==> src/rtl/wb_retire_trace.sv <==
// Retirement trace FIFO behind WB: captures retiring records, drains them over valid/ready, and counts drops on overflow.
// Optional per-record cycle stamp is enabled with `define WB_TRACE_STAMP_EN.
module wb_retire_trace #(
  parameter int PC_W    = 24,
  parameter int INSTR_W = 24,
  parameter int DATA_W  = 24,
  parameter int GP_W    = 4,
  parameter int DEPTH   = 16,
  parameter int DROP_W  = 8
) (
  input  logic                     iw_clk,
  input  logic                     iw_rst_n,
  input  logic                     iw_wb_valid,
  input  logic [PC_W-1:0]          iw_wb_pc,
  input  logic [INSTR_W-1:0]       iw_wb_instr,
  input  logic                     iw_wb_gp_we,
  input  logic [GP_W-1:0]          iw_wb_tgt_gp,
  input  logic [DATA_W-1:0]        iw_wb_result,
  input  logic                     iw_clr,
  output logic                     ow_tr_valid,
  input  logic                     iw_tr_ready,
  output logic [PC_W-1:0]          ow_tr_pc,
  output logic [INSTR_W-1:0]       ow_tr_instr,
  output logic                     ow_tr_gp_we,
  output logic [GP_W-1:0]          ow_tr_tgt_gp,
  output logic [DATA_W-1:0]        ow_tr_result,
`ifdef WB_TRACE_STAMP_EN
  output logic [31:0]              ow_tr_stamp,
`endif
  output logic [$clog2(DEPTH):0]   ow_count,
  output logic                     ow_overflow,
  output logic [DROP_W-1:0]        ow_drops
);

  localparam int AW = $clog2(DEPTH);
  localparam int CW = AW + 1;
`ifdef WB_TRACE_STAMP_EN
  localparam int REC_W = PC_W + INSTR_W + 1 + GP_W + DATA_W + 32;
`else
  localparam int REC_W = PC_W + INSTR_W + 1 + GP_W + DATA_W;
`endif

  logic [REC_W-1:0]  mem_q [DEPTH];
  logic [AW-1:0]     wr_ptr_q, wr_ptr_d, rd_ptr_q, rd_ptr_d;
  logic [CW-1:0]     count_q, count_d;
  logic              overflow_q, overflow_d;
  logic [DROP_W-1:0] drops_q, drops_d;
  logic              valid_q, valid_d;
  logic [REC_W-1:0]  head_q, head_d;
  logic [REC_W-1:0]  wb_rec_s;
  logic              push_s, pop_s, drop_s;

`ifdef WB_TRACE_STAMP_EN
  logic [31:0] stamp_q, stamp_d;

  always_comb begin
    stamp_d = stamp_q + 32'd1;
  end

  // Free-running stamp; deliberately untouched by iw_clr.
  always_ff @(posedge iw_clk or negedge iw_rst_n) begin
    if (!iw_rst_n) begin
      stamp_q <= 32'd0;
    end else begin
      stamp_q <= stamp_d;
    end
  end

  assign wb_rec_s = {iw_wb_pc, iw_wb_instr, iw_wb_gp_we, iw_wb_tgt_gp, iw_wb_result, stamp_q};
  assign {ow_tr_pc, ow_tr_instr, ow_tr_gp_we, ow_tr_tgt_gp, ow_tr_result, ow_tr_stamp} = head_q;
`else
  assign wb_rec_s = {iw_wb_pc, iw_wb_instr, iw_wb_gp_we, iw_wb_tgt_gp, iw_wb_result};
  assign {ow_tr_pc, ow_tr_instr, ow_tr_gp_we, ow_tr_tgt_gp, ow_tr_result} = head_q;
`endif

  assign ow_tr_valid = valid_q;
  assign ow_count    = count_q;
  assign ow_overflow = overflow_q;
  assign ow_drops    = drops_q;

  always_comb begin
    pop_s      = valid_q && iw_tr_ready;
    push_s     = iw_wb_valid && ((count_q < CW'(DEPTH)) || pop_s);
    drop_s     = iw_wb_valid && !push_s;
    wr_ptr_d   = wr_ptr_q;
    rd_ptr_d   = rd_ptr_q;
    count_d    = count_q;
    overflow_d = overflow_q;
    drops_d    = drops_q;
    if (iw_clr) begin
      wr_ptr_d   = '0;
      rd_ptr_d   = '0;
      count_d    = '0;
      overflow_d = 1'b0;
      drops_d    = '0;
    end else begin
      if (push_s) begin
        wr_ptr_d = wr_ptr_q + AW'(1);
      end else begin
        wr_ptr_d = wr_ptr_q;
      end
      if (pop_s) begin
        rd_ptr_d = rd_ptr_q + AW'(1);
      end else begin
        rd_ptr_d = rd_ptr_q;
      end
      case ({push_s, pop_s})
        2'b10:   count_d = count_q + CW'(1);
        2'b01:   count_d = count_q - CW'(1);
        default: count_d = count_q;
      endcase
      if (drop_s) begin
        overflow_d = 1'b1;
        if (drops_q != '1) begin
          drops_d = drops_q + DROP_W'(1);
        end else begin
          drops_d = drops_q;
        end
      end else begin
        overflow_d = overflow_q;
        drops_d    = drops_q;
      end
    end
  end

  // The head register is the next head: the incoming record when it lands at the read slot, else RAM.
  always_comb begin
    valid_d = (count_d != '0);
    if (!iw_clr && push_s && (rd_ptr_d == wr_ptr_q)) begin
      head_d = wb_rec_s;
    end else if (count_d != '0) begin
      head_d = mem_q[rd_ptr_d];
    end else begin
      head_d = head_q;
    end
  end

  // Record storage; contents need no reset.
  always_ff @(posedge iw_clk) begin
    if (push_s && !iw_clr) begin
      mem_q[wr_ptr_q] <= wb_rec_s;
    end
  end

  // Control state and registered head record.
  always_ff @(posedge iw_clk or negedge iw_rst_n) begin
    if (!iw_rst_n) begin
      wr_ptr_q   <= '0;
      rd_ptr_q   <= '0;
      count_q    <= '0;
      overflow_q <= 1'b0;
      drops_q    <= '0;
      valid_q    <= 1'b0;
      head_q     <= '0;
    end else begin
      wr_ptr_q   <= wr_ptr_d;
      rd_ptr_q   <= rd_ptr_d;
      count_q    <= count_d;
      overflow_q <= overflow_d;
      drops_q    <= drops_d;
      valid_q    <= valid_d;
      head_q     <= head_d;
    end
  end

endmodule
==> config.mk <==
export PLATFORM = sky130hd
export DESIGN_NAME = wb_retire_trace
export DESIGN_NICKNAME = d
export VERILOG_FILES = /design/src/rtl/wb_retire_trace.sv
export SDC_FILE = /design/constraint.sdc
export NUM_CORES = 2
export LEC_CHECK = 0
export CORE_MARGIN = 3
export CORE_UTILIZATION = 54
export CTS_BUF_LIST = sky130_fd_sc_hd__clkbuf_2 sky130_fd_sc_hd__clkbuf_4 sky130_fd_sc_hd__clkbuf_8
export DETAILED_ROUTE_END_ITERATION = 8
export PLACE_DENSITY = 0.8
export SKIP_CTS_REPAIR_TIMING = 1
export SYNTH_ARGS = -nofsm -noshare
export SYNTH_HDL_FRONTEND = slang
export SYNTH_SLANG_ARGS = --single-unit
==> constraint.sdc <==
create_clock -name iw_clk -period 6.25 [get_ports iw_clk]
set_input_delay 1.25 -clock iw_clk [delete_from_list [all_inputs] [get_ports iw_clk]]
set_output_delay 1.25 -clock iw_clk [all_outputs]
set_load 0.01 [all_outputs]
# Yosys cells after proc, flatten, opt, wreduce, memory -nomap -nowiden
# Memory sizes are Yosys's and may differ from the RTL's. A register that Yosys moved wholly into a read port is not among the register bits.
# Index checks and enable logic that the tools add are counted.
# Widths: inputs -> output; s select.
# totals
mem_bits_rw,1232
out_inout_bits,92
mem_count,1
regBits,23
wordCells,45
input_bits,82
# mem_list
memory,words,width,rd,rd_ports_with_merged_regs,wr,line,rtl
mem_q,16,77,1,1,1,43,logic [REC_W-1:0] mem_q [DEPTH];
# op_classes
mux,13
add_sub_neg,5
n_lt_le_gt_ge,1
n_reduce_logical,15
eq_ne,4
# ops
op,count
$mux 8,3
$mux 4,4
$pmux 5 s2,1
$add 4x1->4 const B,2
$add 8x1->8 const B,1
$ne 8x8->1 const B,1
$reduce_bool 2->1,4
$add 5x1->5 const B,1
$logic_and 1x1->1,5
$lt 5x5->1 const B,1
$mux 5,1
$reduce_bool 5->1,1
$sub 5x1->5 const B,1
$eq 4x4->1,1
$mux 1,4
$logic_not 1->1,3
$eq 2x1->1 const B,1
$eq 2x2->1 const B,1
$reduce_and 2->1,1
$logic_or 1x1->1,1

# Logic depth before layout (Yosys ltp)
# depth
depth_word,8
depth_mapped,18

# Worst setup path before layout
# No wires, ideal clock.
# synth_timing
kind,input-to-reg
from,input iw_clr
to,memory mem_q[11][0] (netlist name) (enable)
setup_slack_ps,469
arrival_ps,5268
required_time_ps,5737
path_stages,4
path_cell_list,buf_4 -> clkbuf_1 -> or3_1 -> nor2_1
# synth_between
elab_chain_cells,4
# synth_lines
element,line,rtl
"start, declared",19,"input logic iw_clr,"
$logic_not 1->1,140,if (push_s && !iw_clr) begin
$logic_and 1x1->1,140,
$mux 1,140,
$mux 1 (not written as such),141,mem_q[wr_ptr_q] <= wb_rec_s;
"end, declared",43,
# Every way passes these cells.

# Final worst setup path
# layout_timing
from,input iw_tr_ready
to,"register head_q[66], read port of mem_q"
# layout_between
elab_chain_cells,8
# layout_lines
element,line,rtl
"start, declared",21,"input logic iw_tr_ready,"
$logic_and 1x1->1 (*),82,pop_s = valid_q && iw_tr_ready;
$logic_or 1x1->1,83,push_s = iw_wb_valid && ((count_q < CW'(DEPTH)) || pop_s);
$logic_and 1x1->1,83,
$eq 2x1->1 / $eq 2x2->1 (equally long branches),107,"case ({push_s, pop_s})"
$pmux 5 s2 (*),107,
$mux 5 (*),90,if (iw_clr) begin
via count_d[4],45,"logic [CW-1:0] count_q, count_d;"
$reduce_bool 5->1 (*),131,end else if (count_d != '0) begin
$reduce_bool 2->1 (no source line) (*),--,
"end, declared",49,"logic [REC_W-1:0] head_q, head_d;"
# Mark *: on every way through the listed nets, which the timed path passes. The rest lies on a longest branch.
# A chain may end at the register's enable or synchronous reset.

==> reports/qor.yml <==
drt:
  first_pass_iters: 6
  wirelength_mm: 137
  wl_met3_mm: 14.8
  drc: 0
  wire_per_inst_um: 25.4
  antenna_left: 0
  num_vias: 34002
  viasPerCell: 6.33
  top_layer_used: "met5"
  wl_met2_mm: 66.3
  drt-met1-wl_mm: 50.7
  drtIter0Drc: 4586
logic_synthesis:
  synthTopCellsByArea: "edfxtp_1 (70%), nand2_1 (5.2%), dfrtp_1 (4.7%)"
  synth_edf_count: 1232
  synth_area_um2: 52800
  synth.distinct_cells: 51
  synth_flop_cell: "edfxtp_1"
  synth_top_area_share: 0.700
  yosys_register_bits: 1332
  synth_cells: 3737
  syn_area_per_cell_um2: 14.1
  async_flop_share: 0.0751
  synth_top_area_cell: "edfxtp_1"
  syn-num-nets: 3828
  yosysWarnings: 0
  ys_seq_area_frac: 0.748
critical_path:
  path_buf_inv: 4
  reg2reg_slack_ns: 1.89
  crit-reg2reg-capture: "head_q[66]$_DFFE_PN0P_"
  cp_cell_sequence: "clkdlybuf4s50_1, nand2_1, nand2_1, and2_1, inv_1, ha_1, xor2_1, ha_1, a21oi_1, nor4b_1, o21a_1, nor3_2, nor3_4, clkinv_2, buf_4, o21ai_0, o22a_1"
  r2r_start: "ow_tr_valid$_DFF_PN0_"
  cp_max_fo: 22
  cpMaxStageDelayCell: "clkdlybuf4s50_1"
  r2r_cells: 16
  critPathCaptureType: "register"
  cp_data_required_time_ns: 7.04
  critPathMaxStageDelay_ns: 0.56
  cp_top_family: "buffers and inverters"
  worstSetupPathDepth: 17
  crit_arrival_ns: 5.46
  start_kind: "input port"
  crit_type: "input port to register"
global_routing:
  grt-ovfl-total: 0
  grt_usage: 0.264
  antenna_found_initial: 15
  grt_max_degree: 194
  grt_pass1_wl_mm: 204
  first_global_vias: 34134
timing:
  tightestPinTransition_ns: 1.32
  hold_viol: 0
  fin_skew_ns: 0.0556
  setup_tns_ns: 0
  clock.fmax_mhz: 214
  setup_violations: 0
  fin_crit_ns: 4.67
  finalMaxSlewViolations: 0
  rsz0062_at_grt: "false"
  max_slew_margin: 0.115
  post-route-period-util: 0.747
flow_run:
  drv_cap: 0
placement:
  portBuffers: 173
  dpl.hpwl_mm: 67.0
  gp_congestion: 0.760
layout:
  area_delta_synth_final_pct: 14.0
  drive_gt1_frac: 0.116
  layout.nets: 4001
  multi_input_area_um2: 12200
  fillers: 6767
  regArea_um2: 39500
  fin_util: 0.622
cts:
  clock_latency_ns: 0.87
  clk_path_buf_depth: 3
  htreeDepth: 4
  cts_inserted_buffers: 199
  cts_tree: "yes"
  path_clk_slew_ns: 0.06
  cts_root_buffer: "clkbuf_8"
  cts_sinks: 1332
power:
  powerDensity_nw_per_um2: 364
  cellLeakagePower_nw: 20.5
  max-vdd-ir-drop_uv: 275
floorplanning:
  dieArea_um2: 102000
  chipWidth_um: 319
  ios: 174
  row_count: 114
  coreArea_um2: 96900
  start_util: 0.545
  die_height_um: 319
hold_path:
  hp-class: "input port to async pin"
status:
  outcome: "complete, no violations"
layer usage:
metal | vias up | track usage
met1 | 16796 | 0.346
li1 | 14660 | -
met2 | 2166 | 0.426
met3 | 368 | 0.0591
met4 | 12 | 0.123
met5 | - | 0
where the power goes:
group / internal [mW] / leakage, nW / switching, mW / total, mW
sequential: 10.1 / 12.3 / 0.314 / 10.4
combinational: 1.55 / 5.96 / 2.62 / 4.17
clock: 3.96 / 2.24 / 3.34 / 7.29
total: 15.6 / 20.5 / 6.27 / 21.9
Yosys cell counts (2+ instances only):
cell      number
a211oi_1     193
a21o_1         3
a21oi_1       36
a22o_1        96
a31oi_1      243
a32oi_1       58
and3_1       195
buf_1         18
buf_2         69
buf_4          5
buf_6          2
clkbuf_1     186
dfrtp_1      100
edfxtp_1    1232
ha_1           9
inv_1         39
inv_2          3
mux2i_1      118
nand2_1      736
nand3_1      122
nand4_1       31
nor2_1        89
nor2b_1        2
o21ai_0       73
o21ai_1        8
o22a_1        29
or3_1          5
xnor2_1        7
xor2_1         8
through the flow:
stage / hold slack, ns / setup WS (ns) / area [µm²] / power (mW) / cells
2_1_floorplan: 0.544 / 0.469 / 52800 / 12.9 / 3737
3_3_place_gp: 0.528 / 0.965 / 56000 / 14.6 / 4985
3_5_place_dp: 0.533 / 0.776 / 56000 / 14.7 / 4985
4_1_cts: 0.408 / 1.66 / 60200 / 21.9 / 5359
5_1_grt: 0.450 / 1.28 / 60200 / 22.7 / 5364
6_report: 0.433 / 1.58 / 60200 / 21.9 / 5368
how the worst max path moves through the flow:
stage / start / endpoint / slack [ns]
3_5_place_dp: iw_tr_ready / head_q[74]$_DFFE_PN0P_ / 0.78
4_1_cts: iw_tr_ready / head_q[66]$_DFFE_PN0P_ / 1.66
5_1_grt: iw_tr_ready / head_q[62]$_DFFE_PN0P_ / 1.28
6_report: iw_tr_ready / head_q[66]$_DFFE_PN0P_ / 1.58
3_3_place_gp: iw_tr_ready / head_q[62]$_DFFE_PN0P_ / 0.96
2_1_floorplan: iw_clr / mem_q[11][0]$_DFFE_PP_ / 0.47
area by class of cell:
class,count,area share
flip-flops and latches,1332,0.656
inverters,43,0.00283
multi-input cells,2081,0.202
well taps,1276,0.0265
clock buffers,316,0.0629
repair buffers,253,0.0423
clock inverters,58,0.00679
diodes,9,0.000374
kinds of logic after synthesis:
| kind of cell | synth area share |
|---|---|
| flops | 0.748 |
| simple gates | 0.0996 |
| mux | 0.0228 |
| xor+xnor | 0.00249 |
| buf+inv | 0.0253 |
| fa+ha+maj | 0.00213 |
| compound gates | 0.0998 |
state kept, by name (all words and copies together) (netlist names):
signal       flops
ow_overflow      1
ow_count         5
ow_drops         8
rd_ptr_q         4
head_q          77
mem_q         1232
wr_ptr_q         4
ow_tr_valid      1
layout by cell type (no fill, tap or decap), types with 2 or more instances in the layout:
cell type        count
a211oi_1           193
a21o_1               2
a21oi_1             36
a22o_1              96
a31oi_1            242
a32oi_1             58
and3_1             195
buf_12              17
buf_4               63
bufinv_16            2
clkbuf_4            90
clkbuf_8           226
clkdlybuf4s50_1    172
clkinv_1            22
clkinv_2            19
clkinvlp_4           5
dfrtp_1            100
diode_2              9
edfxtp_1          1232
ha_1                 9
inv_1               39
inv_12               2
inv_2                2
inv_8                9
mux2i_1            118
nand2_1            735
nand3_1            122
nand4_1             31
nor2_1              65
nor2_2               4
nor2_4              20
nor2b_1              2
o21ai_0             73
o21ai_1              8
o22a_1              29
or3_1                5
xnor2_1              7
xor2_1               8
Power figures use the tool's default switching activity.
